File: src/rtl/multi_timer_pkg.sv
// Shared definitions for the multi-channel timer: default sizing, channel
// state encoding and the prescale normalisation rule.
package multi_timer_pkg;

  localparam int NCH_DEF = 4;
  localparam int W_DEF   = 32;

  // Widest prescale value the normalisation helper handles; W must not exceed it.
  localparam int MAX_W = 64;

  typedef enum logic {
    ST_IDLE = 1'b0,
    ST_RUN  = 1'b1
  } state_t;

  // A prescale of zero divides by one rather than stalling the channel.
  function automatic logic [MAX_W-1:0] eff_prescale(input logic [MAX_W-1:0] p);
    return (p == '0) ? MAX_W'(1) : p;
  endfunction

endpackage

File: src/rtl/multi_timer_channel.sv
// One timer channel: prescaler, terminal counter, IDLE/RUN FSM and a sticky
// pending flag where a new expiry beats a simultaneous clear.
module timer_channel
  import multi_timer_pkg::*;
#(
  parameter int W = W_DEF
) (
  input  logic         clk_in,
  input  logic         RESET,
  input  logic         i_start,
  input  logic         i_stop,
  input  logic [W-1:0] i_prescale,
  input  logic [W-1:0] i_max_count,
  input  logic         i_periodic,
  input  logic         i_clr,
  output logic         o_pending,
  output logic         o_running,
  output logic [W-1:0] o_count
);

  state_t       r_state;
  logic [W-1:0] r_psc_top;
  logic [W-1:0] r_max;
  logic         r_periodic;
  logic [W-1:0] r_psc;
  logic [W-1:0] r_cnt;
  logic         r_pending;

  state_t       w_state_nxt;
  logic [W-1:0] w_psc_top_nxt;
  logic [W-1:0] w_max_nxt;
  logic         w_periodic_nxt;
  logic [W-1:0] w_psc_nxt;
  logic [W-1:0] w_cnt_nxt;
  logic         w_expire;
  logic         w_pending_nxt;

  always_ff @(posedge clk_in) begin
    if (!RESET) begin
      r_state    <= ST_IDLE;
      r_psc_top  <= '0;
      r_max      <= '0;
      r_periodic <= 1'b0;
      r_psc      <= '0;
      r_cnt      <= '0;
      r_pending  <= 1'b0;
    end else begin
      r_state    <= w_state_nxt;
      r_psc_top  <= w_psc_top_nxt;
      r_max      <= w_max_nxt;
      r_periodic <= w_periodic_nxt;
      r_psc      <= w_psc_nxt;
      r_cnt      <= w_cnt_nxt;
      r_pending  <= w_pending_nxt;
    end
  end

  // Start overrides both stop and any tick in the same cycle; stop freezes counters.
  always_comb begin
    w_state_nxt    = r_state;
    w_psc_top_nxt  = r_psc_top;
    w_max_nxt      = r_max;
    w_periodic_nxt = r_periodic;
    w_psc_nxt      = r_psc;
    w_cnt_nxt      = r_cnt;
    w_expire       = 1'b0;

    if (i_start) begin
      w_psc_top_nxt  = W'(eff_prescale(MAX_W'(i_prescale)) - MAX_W'(1));
      w_max_nxt      = i_max_count;
      w_periodic_nxt = i_periodic;
      w_psc_nxt      = '0;
      w_cnt_nxt      = '0;
      w_state_nxt    = ST_RUN;
    end else if (i_stop) begin
      w_state_nxt = ST_IDLE;
    end else begin
      case (r_state)
        ST_RUN: begin
          if (r_psc == r_psc_top) begin
            w_psc_nxt = '0;
            if (r_cnt == r_max) begin
              w_cnt_nxt = '0;
              w_expire  = 1'b1;
              if (!r_periodic) w_state_nxt = ST_IDLE;
            end else begin
              w_cnt_nxt = r_cnt + W'(1);
            end
          end else begin
            w_psc_nxt = r_psc + W'(1);
          end
        end
        default: w_state_nxt = r_state;
      endcase
    end

    w_pending_nxt = (r_pending & ~i_clr) | w_expire;
  end

  assign o_pending = r_pending;
  assign o_running = (r_state == ST_RUN);
  assign o_count   = r_cnt;

endmodule

File: src/rtl/multi_timer.sv
// Multi-channel timer top: decodes the channel address, muxes the selected
// count back out and ORs the pending flags into a single interrupt.
module multi_timer
  import multi_timer_pkg::*;
#(
  parameter  int NCH = NCH_DEF,
  parameter  int W   = W_DEF,
  localparam int CW  = (NCH > 1) ? $clog2(NCH) : 1
) (
  input  logic           clk_in,
  input  logic           RESET,
  input  logic [CW-1:0]  cfg_ch,
  input  logic           start,
  input  logic           stop,
  input  logic [W-1:0]   prescale,
  input  logic [W-1:0]   max_count,
  input  logic           periodic,
  input  logic [NCH-1:0] clr,
  output logic [NCH-1:0] pending,
  output logic [NCH-1:0] running,
  output logic           irq,
  output logic [W-1:0]   count_rd
);

  logic [W-1:0] w_count [NCH];

  for (genvar g = 0; g < NCH; g++) begin : g_ch
    logic w_sel;
    assign w_sel = (cfg_ch == CW'(g));

    timer_channel #(.W(W)) u_ch (
      .clk_in      (clk_in),
      .RESET       (RESET),
      .i_start     (start & w_sel),
      .i_stop      (stop & w_sel),
      .i_prescale  (prescale),
      .i_max_count (max_count),
      .i_periodic  (periodic),
      .i_clr       (clr[g]),
      .o_pending   (pending[g]),
      .o_running   (running[g]),
      .o_count     (w_count[g])
    );
  end

  // Addresses beyond NCH-1 read back as zero.
  always_comb begin
    count_rd = '0;
    for (int i = 0; i < NCH; i++) begin
      if (cfg_ch == CW'(i)) count_rd = w_count[i];
    end
  end

  assign irq = |pending;

endmodule

File: config.mk
export PLATFORM = sky130hd
export DESIGN_NAME = multi_timer
export DESIGN_NICKNAME = d
export VERILOG_FILES = /design/src/rtl/multi_timer_pkg.sv /design/src/rtl/multi_timer_channel.sv /design/src/rtl/multi_timer.sv
export SDC_FILE = /design/constraint.sdc
export NUM_CORES = 1
export LEC_CHECK = 0
export ABC_AREA = 1
export CORE_ASPECT_RATIO = 1.2
export CORE_MARGIN = 1
export CORE_UTILIZATION = 50
export DETAILED_ROUTE_END_ITERATION = 10
export PLACE_DENSITY = 0.76
export SYNTH_ARGS = -nofsm -noshare
export SYNTH_HDL_FRONTEND = slang
export SYNTH_HIERARCHICAL = 1
export SYNTH_SLANG_ARGS = --single-unit
File: constraint.sdc
create_clock -name clk_in -period 3.7 [get_ports clk_in]
set_input_delay 0.37 -clock clk_in [delete_from_list [all_inputs] [get_ports clk_in]]
set_output_delay 0.37 -clock clk_in [all_outputs]
set_load 0.01 [all_outputs]
=== Yosys cells after proc, flatten, opt, wreduce, memory -nomap -nowiden ===
Cells that the tools add are included.

* Bitwise gates (word level): 25
* Reduce and logical (&&, ||, !) cells: 15
* Equality and inequality tests: 11
* Add/sub/neg operators: 9
* Muxes and demuxes: 57

{| class="wikitable"
|+ Operator list
! operator !! number
|-
| $mux W32 || 13
|-
| $add A32 B1 Y32 const B || 8
|-
| $eq A32 B32 Y1 || 8
|-
| $mux W1 || 44
|-
| $logic_not A32 Y1 || 1
|-
| $sub A32 B1 Y32 const B || 1
|-
| $and A1 B1 Y1 || 12
|-
| $reduce_and A3 Y1 || 4
|-
| $not A1 Y1 || 9
|-
| $reduce_and A2 Y1 || 4
|-
| $reduce_or A2 Y1 || 4
|-
| $eq A2 B2 Y1 const B || 2
|-
| $or A1 B1 Y1 || 4
|-
| $reduce_or A4 Y1 || 1
|-
| $eq A2 B1 Y1 const B || 1
|-
| $logic_not A2 Y1 || 1
|}

* Logic and storage cells: 145
* Output and inout bits: 41
* Flip-flop bits (word level): 524

=== Longest topological paths before layout ===
Gate-level depths: netlist (run 1).

* Word-level depth: 7
* Depth in mapped cells: 18
* Mapped depth without buffers: 18

=== By module ===
Netlist (run 1), hierarchy kept.

{| class="wikitable"
|+ Modules (own cells, without submodules)
! module !! times used !! cells an instance !! sequential area each (µm²) !! area each (µm²)
|-
| timer_channel (g_ch[0].u_ch ...) || 3 || 1383 || 2622.5 || 8346.8
|-
| timer_channel (g_ch[3].u_ch) || 1 || 1390 || 2622.5 || 8310.5
|-
| multi_timer || 1 || 203 || 0.0 || 994.7
|}

=== Least setup slack after synthesis (run 1) ===
Ideal clock, no wire load.

* Path type: input-to-reg
* From: in prescale[26]
* To: reg g_ch[0].u_ch.r_psc_top[30]
* Arrival time: 2.236 ns
* Path buffers: 0
* Setup slack: 1.348 ns
* Stages: 18
* Data required time: 3.585 ns
* Path through: nor2_1 nand2_1 nor2_1 nand2_1 nor2_1 nor2_2 ha_1 nand2_1 nor2_1 nand3_1 inv_1 nand2_1 nor2_2 inv_1 o21ai_0 nand2_1 o21ai_0 inv_1

* Longest elaborated chain between the ends: 3

{| class="wikitable"
|+ RTL lines
! what !! line !! RTL
|-
| start: declaration || multi_timer.sv:15 || <nowiki>input logic [W-1:0] prescale,</nowiki>
|-
| $logic_not A32 Y1 || multi_timer_pkg.sv:18 || <nowiki>return (p == '0) ? MAX_W'(1) : p;</nowiki>
|-
| $mux W32 * || multi_timer_pkg.sv:18 ||
|-
| $sub A32 B1 Y32 * || multi_timer_channel.sv:69 || <nowiki>w_psc_top_nxt = W'(eff_prescale(MAX_W'(i_prescale)) - MAX_W'(1));</nowiki>
|-
| end signal: assignment || multi_timer_channel.sv:49 || <nowiki>r_psc_top <= w_psc_top_nxt;</nowiki>
|-
| end: declaration || multi_timer_channel.sv:22 || <nowiki>logic [W-1:0] r_psc_top;</nowiki>
|}

Every way passes the cells marked *; elsewhere a longest branch is shown, timed or not.
A chain may end at the register's enable or synchronous reset.

=== Final worst setup path (run 1) ===
* From: in prescale[18]
* To: reg g_ch[1].u_ch.r_psc_top[30]

* Longest elaborated chain between the ends: 3

{| class="wikitable"
|+ RTL lines
! what !! line
|-
| $logic_not A32 Y1 || multi_timer_pkg.sv:18
|-
| $mux W32 * || multi_timer_pkg.sv:18
|-
| $sub A32 B1 Y32 * || multi_timer_channel.sv:69
|-
| end signal: assignment || multi_timer_channel.sv:49
|-
| end: declaration || multi_timer_channel.sv:22
|}

Marks and branches as above.

==> out/qor.txt, run 1 <==
==================================================================================
Buffer depth of the longest clock path                                           3
Number of port buffers                                                         115
Number of DRC violations after detailed routing                                  0
Critical-path maximum fanout                                                     9
Post-synth net total                                                          5829
Initial standard-cell utilization of the core                                50.9%
Setup slack after layout                                                    799 ps
Via-to-Cell Ratio                                                             5.53
Pwr/cell area                                                          353 nW/um^2
Overall Power                                                             13700 uW
# Max-Cap Violations                                                             0
Most used cells in the layout excluding fill and tap cells            1875 x nand2_1, 805 x nor2_1, 608 x inv_1
TritonCTS clock tree                                                         built
TritonCTS Sinks                                                                524
Largest net degree at the start of global routing                              102
Max-slew headroom at the worst pin                                           33.9%
Grt total ovfl                                                                   0
Status                                                                complete, no violations
Clock-pin slew on the worst setup and hold paths                             60 ps
Post-Route Hold Slack                                                       126 ps
Final period demand of the worst path                                      2900 ps
Vias                                                                         37543
Crit path required time                                                    4230 ps
Remaining number of nets flagged by the antenna check after routing              0
Endpoints failing setup                                                          0
H-tree level count                                                               2
Via count of the first global-routing pass                                   34611
Setup repair after global routing missed its margin                             no
Category of the worst setup path capture point                            register
Placed instance count                                                         6682
Yosys warnings                                                                   6
DIE AREA                                                               69700 sq um
Fmax achieved                                                              345 MHz
DIE HEIGHT                                                             289 microns
Class of the tightest hold or removal check                           input pin to register
Worst setup timing slack at the placement stage                             246 ps
Mapped cell area                                                       34300 sq um
Post-CTS Setup Bufs                                                              0
Post-synthesis average cell area                                        5.98 sq um
First-pass detailed-route iteration total                                        6
Arrival time of the worst setup path                                       3430 ps
Antenna violations before repair                                                 3
Number of non-filler instances in the completed layout                        6788
Total Routed Length                                                   126000 microns
Insertion delay of the later-clocked pin in the worst-skew pair             640 ps
Core area                                                              67500 sq um
Synthesis-stage register bit count                                             524
WL per Instance                                                       18.6 microns
Count of instances resized after the clock tree is built                         0
Final cycle utilization of the critical path                                 78.4%
Global-route usage over all layers                                           35.7%
Violation count after the first detailed-routing iteration                    3424
Maximum clock skew at final layout                                         33.9 ps
Crit Path Class                                                       input pin to register
Leakage power figure                                                     0.0165 uW
Most heavily used metal layer in global routing                               met2
Total negative slack                                                          0 ps
Count of cell types in the netlist                                              42
Number of failing hold endpoints at the final stage                              0
Portion of the post-synthesis area used by sequential elements               30.5%
Cell at the root of the clock tree                                       clkbuf_16
Boundary pin count                                                             116
Cts bufs inserted                                                               58
Routing usage on met2                                                        61.2%
Count of mapped cells out of synthesis                                        5742
Pin slew with the least headroom to its limit                               992 ps
Horiz. Die Dim                                                         241 microns
Met1 usage in global routing                                                 41.9%
HPWL after detailed placement                                         95700 microns
Count of hold-fix buffers inserted at cts                                        0
Count of standard-cell rows                                                    104
Routability cong.                                                             1.04
Startpoint type of the worst setup path                                  input pin
Max-slew violations                                                              0
Global-route wire length before repair                                193000 microns
Layout cells sized above 1                                                   5.69%
Most common cell after layout, fill and taps aside                         nand2_1
Net count, final                                                              5928
Maximum vdd drop                                                            348 uV
M3 GR Usage                                                                  4.45%
Layout-stage area growth over the synthesis result                           13.0%
==================================================================================
[cell families after synthesis]
group | Yosys count | synth area share (%)
simple gates | 3583 | 44.0
buf+inv | 839 | 9.61
flops | 524 | 30.5
compound gates | 470 | 7.31
xor+xnor | 314 | 8.07
fa+ha+maj | 12 | 0.437
[per-stage QoR]
step                area (sq um)  util (%)
detailed placement         36800      54.4
CTS                        38800      57.5
finish                     38800      57.5
floorplan                  34300         -
global route               38800      57.5
global placement           36800      54.4
[report_power, final]
part | switching, uW | total [uW] | internal [uW]
combinational | 1060 | 1520 | 456
clock | 2490 | 6320 | 3830
sequential | 108 | 5880 | 5770
[flip-flops by register name (all words and copies together), names as in the netlist]
| register | flops |
|---|---|
| g_ch.u_ch/o_count | 128 |
| g_ch.u_ch/r_psc_top | 128 |
| g_ch.u_ch/o_running | 4 |
| g_ch.u_ch/r_psc | 128 |
| g_ch.u_ch/r_periodic | 4 |
| g_ch.u_ch/r_max | 128 |
| g_ch.u_ch/o_pending | 4 |
[layout make-up]
type / count / area (sq um)
clock inverter: 22 / 384
inverter: 641 / 2410
clock buffer: 83 / 1680
tap: 901 / 1130
antenna: 1 / 2.50
sequential: 524 / 10500
multi-input combinational: 4379 / 20600
fill: 6814 / 28700
timing repair buffer: 237 / 2130
[cell usage after synthesis, drive strengths merged]
cell type  number  share of area (%)
nor3          141                2.4
nand2        1881                 21
nor4            8               0.15
buf            91                1.4
or2             1              0.018
clkbuf        107                1.2
o21bai          3              0.066
a21o           14               0.31
a221oi          1              0.026
a21oi         257                3.7
o221ai          7               0.18
inv           640                7.0
clkinv          1              0.011
a31oi          12               0.22
dfxtp         524                 31
and2            3              0.055
nor2          863                 10
ha             12               0.44
o21ai         148                2.2
o211ai         13               0.28
o31ai           7               0.15
xnor2         113                2.9
nand3         514                7.6
xor2          201                5.1
nand3b          8               0.17
nor3b           3              0.066
nand4         161                2.9
o22ai           8               0.15
[worst paths after layout]
check                                start                         end  slack [ps]  cells after the start
setup / recovery              prescale[18]  g_ch[1].u_ch/r_psc_top[30]         800                     20
hold / removal                       RESET      g_ch[0].u_ch/r_max[16]         130                      3
setup reg to reg  g_ch[1].u_ch/o_count[24]      g_ch[1].u_ch/o_running        1040                     11
hold reg to reg      g_ch[2].u_ch/r_max[4]       g_ch[2].u_ch/r_max[4]         460                      2
[routing by layer]
layer / part of all wire [%] / vias to the layer above
li1: - / 18340
met2: 47 / 1560
met4: 7.4 / 0
met3: 7.1 / 467
met1: 39 / 17176
met5: 0 / -
[worst max-delay path: stages]
cell,delay [ps]
clkdlybuf4s50_1,880
buf_4,240
nor2_1,40
nand2_1,130
nor2_1,60
nand2_1,60
nor2_1,50
nor2_2,100
ha_1,200
nand2_1,70
nor2_1,160
nand3_1,150
inv_1,120
nand2_1,130
nor2_2,180
inv_1,80
o21ai_0,140
nand2_1,60
o21ai_0,150
inv_1,50
(Power assumes the default switching activity.)
==> run 2, diff against run 1 <==
==> constraint.sdc (replaced) <==
create_clock -name clk_in -period 2.7 [get_ports clk_in]
set_input_delay 0.27 -clock clk_in [delete_from_list [all_inputs] [get_ports clk_in]]
set_output_delay 0.27 -clock clk_in [all_outputs]
set_load 0.01 [all_outputs]
==> run 2 against run 1 <==
Critical path depth is 17 lower. Via count grew 2.5%. Non-clock buffer count up 162. Routed wire length up 4.9%. Cell count increased by 2.4%. Sequential share of layout area is 0.83 points lower. Highest routed layer unchanged. Utilization grew 1.8 points. Total power rose by 38%.
==> out/qor.txt, run 2 (synthesis results as in run 1) <==
==================================================================================
Status                                                                complete, no violations   unchanged
Leakage power figure                                                     0.0173 uW   was 0.0165 uW
Via-to-Cell Ratio                                                             5.54   was 5.53
Total Routed Length                                                   132000 microns   was 126000 microns
Count of standard-cell rows                                                    104   unchanged
Post-Route Hold Slack                                                      55.2 ps   was 126 ps
Overall Power                                                             19000 uW   was 13700 uW
Vias                                                                         38483   was 37543
Antenna violations before repair                                                 1   was 3
Most used cells in the layout excluding fill and tap cells            1875 x nand2_1, 805 x nor2_1, 608 x inv_1   unchanged
Post-CTS Setup Bufs                                                              0   unchanged
Max-slew violations                                                              0   unchanged
Pwr/cell area                                                          473 nW/um^2   was 353 nW/um^2
Routability cong.                                                             1.04   about the same
Boundary pin count                                                             116   unchanged
Global-route wire length before repair                                203000 microns   was 193000 microns
HPWL after detailed placement                                         101000 microns   was 95700 microns
Final period demand of the worst path                                      2550 ps
Startpoint type of the worst setup path                                   register   was input pin
Cell at the root of the clock tree                                       clkbuf_16   unchanged
Layout cells sized above 1                                                   8.25%   was 5.69%
Count of hold-fix buffers inserted at cts                                        0   unchanged
Count of instances resized after the clock tree is built                         0   unchanged
Net count, final                                                              6090   was 5928
Horiz. Die Dim                                                         241 microns   unchanged
Arrival time of the worst setup path                                       2280 ps   was 3430 ps
Layout-stage area growth over the synthesis result                           16.6%   was 13.0%
TritonCTS clock tree                                                         built   unchanged
Category of the worst setup path capture point                         output port   was register
First-pass detailed-route iteration total                                        6   unchanged
Fill cell count                                                               6642   was 6814
Pin slew with the least headroom to its limit                              1030 ps   was 992 ps
WL per Instance                                                       19.0 microns   was 18.6 microns
Clock-pin slew on the worst setup and hold paths                             60 ps   about the same
Violation count after the first detailed-routing iteration                    3798   was 3424
Number of DRC violations after detailed routing                                  0   unchanged
DIE AREA                                                               69700 sq um   unchanged
Crit Path Class                                                       register to output port   was input pin to register
Setup repair after global routing missed its margin                             no   unchanged
Finished Core Util                                                           59.3%   was 57.5%
Number of failing hold endpoints at the final stage                              0   unchanged
Final cycle utilization of the critical path                                 94.3%
Fmax achieved                                                              393 MHz
TritonCTS Sinks                                                                524   unchanged
# Max-Cap Violations                                                             0   unchanged
Most common cell after layout, fill and taps aside                         nand2_1   unchanged
Critical-path maximum fanout                                                     5   was 9
Maximum clock skew at final layout                                         33.5 ps   was 33.9 ps
Remaining number of nets flagged by the antenna check after routing              0   unchanged
Via count of the first global-routing pass                                   35331   was 34611
Class of the tightest hold or removal check                           input pin to register   unchanged
Endpoints failing setup                                                          0   unchanged
Number of port buffers                                                         115   unchanged
Max-slew headroom at the worst pin                                           31.5%   was 33.9%
Initial standard-cell utilization of the core                                50.9%   unchanged
Setup slack after layout                                                    153 ps   was 799 ps
Buffer depth of the longest clock path                                           3   unchanged
Largest net degree at the start of global routing                               71   was 102
Crit path required time                                                    2430 ps   was 4230 ps
Grt total ovfl                                                                   0   unchanged
DIE HEIGHT                                                             289 microns   unchanged
Worst setup timing slack at the placement stage                            -170 ps   was 246 ps
Global-route usage over all layers                                           37.6%   was 35.7%
Insertion delay of the later-clocked pin in the worst-skew pair             650 ps   was 640 ps
H-tree level count                                                               2   unchanged
Maximum vdd drop                                                            513 uV   was 348 uV
Cts bufs inserted                                                               58   unchanged
Core area                                                              67500 sq um   unchanged
==================================================================================
run 2: changes by cell type in the layout (fill, tap and decap cells not counted), sizes merged:
cell      change
buf         +162
clkbuf        -1
clkinvlp      -1
clkinv        +3
inv           +2
bufinv        -1
run 2: path summary, 6_finish.rpt:
path,slack [ps],from,endpoint,depth (start not counted)
setup / recovery,150,g_ch[2].u_ch/o_count[14],count_rd[14],3
hold reg to reg,460,g_ch[0].u_ch/r_max[8],g_ch[0].u_ch/r_max[8],2
setup reg to reg,490,g_ch[3].u_ch/o_count[0],g_ch[3].u_ch/o_count[30],11
hold / removal,60,RESET,g_ch[2].u_ch/o_pending,3
run 2: routing by layer:
layer,track usage (%),share of wire (%),vias to the layer above,wire (microns)
met5,0,0,-,0
met1,45.8,39,17647,51500
met4,23.0,7.0,0,9290
met3,5.28,8.1,450,10700
li1,-,-,18676,-
met2,62.6,46,1710,60900
run 2: power by group:
group	total, uW	switching [uW]	leakage [uW]	internal [uW]
combinational	2270	1520	0.0121	744
clock	8640	3480	0.000996	5150
sequential	8060	146	0.00425	7910
run 2: critical path: stages, from the launching register on:
cell	delay, ps
dfxtp_1	510
nand3_1	330
nand4_1	250
clkdlybuf4s50_1	560
run 2: metrics by stage:
stage               instances  instance area (sq um)  TNS (ps)
global placement         6844                  38000      -539
global route             6951                  40100         0
finish                   6952                  40100         0
CTS                      6951                  40100         0
detailed placement       6844                  38000     -2170
floorplan                5742                  34300         0
run 2: final cells by class:
cell class | count | area, sq um | share of cell area, %
multi-input combinational | 4379 | 20600 | 51.4
sequential | 524 | 10500 | 26.2
timing repair buffer | 399 | 3370 | 8.42
inverter | 641 | 2410 | 6.01
clock buffer | 82 | 1660 | 4.15
tap | 901 | 1130 | 2.81
clock inverter | 25 | 387 | 0.965
antenna | 1 | 2.50 | 0.00625
